## config.mk

```make
export PLATFORM = sky130hd
export DESIGN_NAME = fifo_flagged
export DESIGN_NICKNAME = d
export VERILOG_FILES = /design/src/rtl/fifo_flagged.sv
export SDC_FILE = /design/constraint.sdc
export NUM_CORES = 1
export LEC_CHECK = 0
export BUFFER_PORTS_ARGS = -buffer_cell sky130_fd_sc_hd__buf_2
export CAP_MARGIN = 20
export CORE_MARGIN = 5
export CORE_UTILIZATION = 61
export CTS_BUF_LIST = sky130_fd_sc_hd__clkbuf_4 sky130_fd_sc_hd__clkbuf_8 sky130_fd_sc_hd__clkbuf_16
export DETAILED_ROUTE_END_ITERATION = 16
export HOLD_SLACK_MARGIN = 0.12
export MAX_ROUTING_LAYER = met4
export PLACE_DENSITY = 0.79
export SLEW_MARGIN = 30
export SYNTH_ARGS = -nofsm -noshare
export SYNTH_HDL_FRONTEND = slang
export SYNTH_SLANG_ARGS = --single-unit
```

## constraint.sdc

```tcl
create_clock -name clk -period 2.5 [get_ports clk]
set_input_delay 0 -clock clk [delete_from_list [all_inputs] [get_ports clk]]
set_output_delay 0 -clock clk [all_outputs]
set_load 0.02 [all_outputs]
```

## src/rtl/fifo_flagged.sv

```systemverilog
// fifo_flagged: single-clock FIFO with occupancy count, programmable almost-full/empty
// flags, overflow/underflow pulses and a selectable standard or first-word-fall-through read.
module fifo_flagged #(
  parameter int ADDR_WIDTH = 4,
  parameter int DATA_WIDTH = 8,
  parameter int AF_LEVEL   = 2**ADDR_WIDTH - 2,
  parameter int AE_LEVEL   = 2,
  parameter int FWFT       = 0
) (
  input  logic                  clk,
  input  logic                  reset,
  input  logic                  read,
  input  logic                  write,
  input  logic [DATA_WIDTH-1:0] data_in,
  output logic [DATA_WIDTH-1:0] data_out,
  output logic                  empty,
  output logic                  full,
  output logic                  almost_empty,
  output logic                  almost_full,
  output logic [ADDR_WIDTH:0]   count,
  output logic                  overflow,
  output logic                  underflow
);

  localparam int DEPTH = 2**ADDR_WIDTH;
  localparam logic [ADDR_WIDTH:0] DEPTH_CNT = (ADDR_WIDTH+1)'(DEPTH);
  localparam logic [ADDR_WIDTH:0] AF_CNT    = (ADDR_WIDTH+1)'(AF_LEVEL);
  localparam logic [ADDR_WIDTH:0] AE_CNT    = (ADDR_WIDTH+1)'(AE_LEVEL);

  if (AE_LEVEL < 1 || AE_LEVEL >= AF_LEVEL || AF_LEVEL > DEPTH) begin : g_bad_levels
    $error("fifo_flagged: need 1 <= AE_LEVEL < AF_LEVEL <= DEPTH");
  end

  logic [DATA_WIDTH-1:0] mem [DEPTH];

  logic [ADDR_WIDTH-1:0] w_ptr_reg;
  logic [ADDR_WIDTH-1:0] r_ptr_reg;
  logic [ADDR_WIDTH:0]   count_reg;
  logic [ADDR_WIDTH:0]   count_next;
  logic                  empty_reg;
  logic                  full_reg;
  logic                  almost_empty_reg;
  logic                  almost_full_reg;
  logic                  overflow_reg;
  logic                  underflow_reg;

  logic wr_acc;
  logic rd_acc;

  // A write into a full FIFO is still taken when a read frees the slot on the same edge.
  assign wr_acc = write & (~full_reg | read);
  assign rd_acc = read & ~empty_reg;

  always_comb begin
    count_next = count_reg;
    if (wr_acc && !rd_acc) begin
      count_next = count_reg + 1'b1;
    end else if (rd_acc && !wr_acc) begin
      count_next = count_reg - 1'b1;
    end
  end

  always_ff @(posedge clk or posedge reset) begin
    if (reset) begin
      w_ptr_reg        <= '0;
      r_ptr_reg        <= '0;
      count_reg        <= '0;
      empty_reg        <= 1'b1;
      full_reg         <= 1'b0;
      almost_empty_reg <= 1'b1;
      almost_full_reg  <= 1'b0;
      overflow_reg     <= 1'b0;
      underflow_reg    <= 1'b0;
    end else begin
      if (wr_acc) begin
        w_ptr_reg <= w_ptr_reg + 1'b1;
      end
      if (rd_acc) begin
        r_ptr_reg <= r_ptr_reg + 1'b1;
      end
      count_reg        <= count_next;
      empty_reg        <= (count_next == '0);
      full_reg         <= (count_next == DEPTH_CNT);
      almost_empty_reg <= (count_next <= AE_CNT);
      almost_full_reg  <= (count_next >= AF_CNT);
      overflow_reg     <= write & full_reg & ~read;
      underflow_reg    <= read & empty_reg;
    end
  end

  // Storage is never reset so it can map onto block RAM.
  always_ff @(posedge clk) begin
    if (wr_acc) begin
      mem[w_ptr_reg] <= data_in;
    end
  end

  if (FWFT != 0) begin : g_fwft
    assign data_out = mem[r_ptr_reg];
  end else begin : g_std
    logic [DATA_WIDTH-1:0] data_out_reg;
    always_ff @(posedge clk or posedge reset) begin
      if (reset) begin
        data_out_reg <= '0;
      end else if (rd_acc) begin
        data_out_reg <= mem[r_ptr_reg];
      end
    end
    assign data_out = data_out_reg;
  end

  assign count        = count_reg;
  assign empty        = empty_reg;
  assign full         = full_reg;
  assign almost_empty = almost_empty_reg;
  assign almost_full  = almost_full_reg;
  assign overflow     = overflow_reg;
  assign underflow    = underflow_reg;

endmodule

```

; ---- Word level (Yosys, flattened, before mapping)
; Memories as Yosys holds them, arrays and structs flattened. A register that Yosys moved wholly into a read port is not among the register bits.
; Cells that the tools add are included.
[totals]
latch_bits = 0
output_inout_bits = 19
wordCells = 35
inputBits = 12
ff_bits = 19
n_memories = 1
ramBits = 128
rom_bits = 0
[classes]
n_reduce_logical = 5
mux = 4
add_sub_neg = 4
shift = 0
n_eq_ne = 1
div_mod_pow = 0
n_bitwise = 9
n_mul = 0
order_cmp = 2
[memory_table]
columns = name, words, width, rd, rd_ports_with_merged_regs, write_ports, line
row1 = mem, 16, 8, 1, 1, 1, 34  ; logic [DATA_WIDTH-1:0] mem [DEPTH];
[op_table]
columns = cell, n
row1 = two-way mux 5 bit, 2
row2 = "adder 4 x 1 -> 4 bit, second input constant", 2
row3 = "adder 5 x 1 -> 5 bit, second input constant", 1
row4 = AND 1 bit, 5
row5 = "== test 5 bit, second input constant", 1
row6 = "greater-or-equal comparator 5 x 4 -> 1 bit, second input constant", 1
row7 = "<= comparator 5 x 2 -> 1 bit, second input constant", 1
row8 = logical NOT 5 bit, 1
row9 = "subtractor 5 x 1 -> 5 bit, second input constant", 1
row10 = NOT 1 bit, 3
row11 = logical AND 1 bit, 2
row12 = logical NOT 1 bit, 2
row13 = two-way mux 1 bit, 2
row14 = OR 1 bit, 1

; ---- Logic depth before layout (Yosys ltp)
[logic_depth]
depth_word = 8
mapped_depth = 8
mapped_depth_nobuf = 7

; ---- Least setup slack after synthesis
; OpenSTA, ideal clock, no wires.
[synth_timing]
path_kind = flip-flop to flip-flop
from = reg w_ptr_reg[0]
to = mem mem[2][0] (enable)
path_buffers = 0
path_slack_ns = 0.485
period_less_slack_ns = 2.015
t_arrival_ns = 1.621
t_required_ns = 2.105
path_stages_with_launch = 5
setup_ns = 0.395
path_cell_list = dfrtp_1 -> inv_1 -> ha_1 -> inv_1 -> nor4_1
[synth_lines]
columns = element, line
row1 = start: declaration, 36  ; logic [ADDR_WIDTH-1:0] w_ptr_reg;
row2 = start signal: assignment, 76  ; w_ptr_reg <= w_ptr_reg + 1'b1;
row3 = end: declaration, 34
; No word-level cell before the write port.

; ---- Worst setup path in the final report
[layout_timing]
from = reg full_reg (netlist: full)
to = mem mem[11][4] (enable)
[layout_between]
elab_chain_cells = 5
[layout_rtl]
columns = element, line
row1 = start: declaration, 41  ; logic full_reg;
row2 = start signal: assignment, 83  ; full_reg <= (count_next == DEPTH_CNT);
row3 = NOT 1 bit, 51  ; assign wr_acc = write & (~full_reg | read);
row4 = OR 1 bit, 51
row5 = AND 1 bit, 51
row6 = two-way mux 1 bit, 93  ; if (wr_acc) begin
row7 = two-way mux 1 bit (implied by the code), 94  ; mem[w_ptr_reg] <= data_in;
; No other way between the ends.

==> flow_metrics.env <==
export IMPL_drt_pass1_iter_count=7
export IMPL_timing_critical_path_to_type="flop"
export IMPL_static_leakage_power_nw=2.70
export IMPL_combined_global_route_utilization_of_all_metal_layers=0.224
export IMPL_critical_path_arrival_ns=2.27
export IMPL_place_detailed_instances=522
export IMPL_synthDominantCellAreaShare=0.608
export IMPL_powerDensity_nw_per_um2=1170
export IMPL_cells_traversed_along_the_worst_timing_path="nand2b_1, nand2_1, nor3b_1, and2_1"
export IMPL_final_antenna_net_count=0
export IMPL_finalWorstPathRequiredPeriod_ns=2.11
export IMPL_postCtsSetupRepairBufs=0
export IMPL_drtIter0Drc=250
export IMPL_coreArea_um2=10200
export IMPL_cts_buffers=17
export IMPL_antenna_diode_count=0
export IMPL_clock_tree_from_tritoncts="done"
export IMPL_synth_net_count=381
export IMPL_report_final_setup_viol=0
export IMPL_hold_end="underflow"
export IMPL_timing_reg2reg_worst_path_depth=4
export IMPL_die_area_um2=12500
export IMPL_hold_worst_slack_ns=0.386
export IMPL_clock_path_buffers=2
export IMPL_die_width_um=112
export IMPL_fillCellCount=597
export IMPL_finalNetCount=436
export IMPL_synth_yosys_warnings=0
export IMPL_report_final_slew_viol_count=0
export IMPL_grt_start_max_net_pins=28
export IMPL_post_synth_inst_count=362
export IMPL_post_synth_cell_area_avg_um2=17.5
export IMPL_wirelength_mm=12.6
export IMPL_grt_pass1_vias=3457
export IMPL_cts_sinks=155
export IMPL_antenna_found_initial=0
export IMPL_count_of_instances_resized_after_the_clock_tree_is_built=0
export IMPL_share_of_synthesized_flip_flops_with_an_asynchronous_set_or_reset=0.174
export IMPL_min_delay_path_depth=3
export IMPL_finalHoldViolations=0
export IMPL_ys_seq_elements=155
export IMPL_post_detailed_route_drc_marker_count=0
export IMPL_worst_path_max_fanout=8
export IMPL_detailed_place_hpwl_mm=7.92
export IMPL_effective_utilization_at_floorplan=0.618
export IMPL_worst_r2r_endpoint="mem[11][4]"
export IMPL_clock_fmax_ghz=0.474
export IMPL_yosysSeqAreaShare=0.715
export IMPL_hold_path_class="primary input to flop"
export IMPL_setup_total_negative_slack_ns=0
export IMPL_cpPeakStageDelay_ns=0.55
export IMPL_syn2layout_area_growth_pct=16.7
export IMPL_routabilityCongestion=0.862
export IMPL_setup_worst_path_class="flop to flop"
export IMPL_die_height_um=112
export IMPL_post_synth_instance_area_um2=6320
export IMPL_route_detailed_wl_per_inst_um=22.3
export IMPL_cts_htree_levels=4
export IMPL_global_route_overflow_total=0
export IMPL_worstPathRequired_ns=2.66
export IMPL_worst_r2r_src="full"
export IMPL_port_buffers=30
export IMPL_synth_cell_types=45
export IMPL_drt_vias_per_instance=6.03
export IMPL_rsz0062_at_grt="no"
export IMPL_cts_hold_buf=12
export IMPL_actual_slew_at_the_worst_max_slew_pin_ns=0.726
export IMPL_drive_above_1_share=0.253
export IMPL_yosys_area_top_type="edfxtp_1"
export IMPL_fin_cells=566
export IMPL_grt_first_pass_wirelength_mm=20.0
export IMPL_crit_path_top_delay_cell="and2_1"
export IMPL_final_cycle_utilization_of_the_critical_path=0.844
export IMPL_synth_enable_flop_cells=128
export IMPL_synth_ff_type="edfxtp_1"
export IMPL_largest_register_ffs=128
export IMPL_post_synth_main_area_contributors="edfxtp_1, dfrtp_1, mux4_2, mux2i_1, nand2_1"
export IMPL_ff_to_ff_setup_slack_ns=0.39
export IMPL_cts_root_buf="clkbuf_8"
export IMPL_relSlewSlack=0.516
export IMPL_worst_ir_drop_vdd_mv=0.703
export IMPL_num_io_pins=31
export IMPL_holdCritStartpoint="read"
export IMPL_cts_clk_slew_worst_paths_ns=0.06
export IMPL_route_vias_total=3415
export IMPL_clock_insertion_delay_worst_skew_ns=0.53
export IMPL_fin_worst_skew_ns=0.00768
export IMPL_max_cap_viol=0
export IMPL_status="complete, no violations"
export IMPL_cp_start_kind="flop"
export IMPL_placed_area_um2=6640
export IMPL_rows=37
export IMPL_final_cell_area_excluding_filler_cells_um2=7370
## cell usage in the layout (no fill, tap or decap), drive strengths merged, types with 2 or more instances in the layout
| cell type | n |
|---|---|
| a21oi | 3 |
| and2 | 10 |
| buf | 44 |
| bufinv | 3 |
| clkbuf | 20 |
| clkinv | 4 |
| clkinvlp | 2 |
| dfrtp | 25 |
| dfstp | 2 |
| dlygate4sd3 | 12 |
| edfxtp | 128 |
| ha | 7 |
| inv | 16 |
| mux2i | 33 |
| mux4 | 22 |
| nand2 | 28 |
| nand2b | 5 |
| nand4 | 4 |
| nor2 | 7 |
| nor3 | 5 |
| nor4 | 4 |
| o21ai | 5 |
| o22ai | 6 |
| o311ai | 5 |
| o32ai | 6 |
| xnor2 | 9 |
| xor2 | 2 |
## cell usage after synthesis (5+ instances only)
library cell and number:
and2_1 10, buf_2 9, clkbuf_1 7, dfrtp_1 25, edfxtp_1 128, ha_1 7
inv_1 12, mux2i_1 33, mux4_2 22, nand2_1 28, nor2_1 7, nor3_1 5
o22ai_1 5, o311ai_1 5, o32ai_1 5, xnor2_1 9
## cell type report
type,count,area (um^2),area share
well taps,136,170,0.0231
clock inverters,12,164,0.0222
multi-input cells,174,1650,0.223
inverters,13,48.8,0.00662
flip-flops and latches,155,4520,0.613
clock buffers,20,449,0.0609
repair buffers,56,375,0.0509
## through the flow
step           setup slack [ns]  power (mW)  utilization
2_1_floorplan             0.485        5.34            -
3_5_place_dp              0.463        6.04        0.649
4_1_cts                   0.418        8.69        0.721
5_1_grt                   0.260        9.07        0.721
3_3_place_gp              0.518        5.96        0.649
6_report                  0.390        8.66        0.721
## critical path: cells and delay by family, from the launching register on
kind,cells,cell delay [ns]
simple gates,4,1.34
flops,1,0.41
## worst max-delay path by stage
stage / to / cells past startpoint / startpoint
detailed placement: mem[11][1] / 4 / full
CTS: mem[11][4] / 4 / full
global placement: empty / 6 / count[1]
global route: mem[11][4] / 4 / full
floorplan: mem[2][0] / 4 / w_ptr_reg[0]
finish: mem[11][4] / 4 / full
## cells by family after synthesis
family	after synthesis	synth area share
adders and majority gates	7	0.0139
buffers and inverters	33	0.0243
DFF	155	0.715
AOI/OAI and AO/OA	29	0.0378
and+or+nand+nor	71	0.0592
muxes	56	0.133
xor gates and xnor gates	11	0.0164
## per-layer routing
layer | global-route usage | routed length (um) | vias to the layer above
met5 | - | 0 | -
met4 | 0.0787 | 196 | 0
met3 | 0.0527 | 911 | 19
met2 | 0.349 | 6340 | 147
met1 | 0.294 | 5170 | 1739
li1 | - | - | 1510
## where the power goes
part	switching, mW	internal, mW
clock	1.03	1.60
sequential	0.318	3.21
combinational	1.41	1.09
total	2.76	5.90
Note: power is estimated with default switching activity, not from simulation.
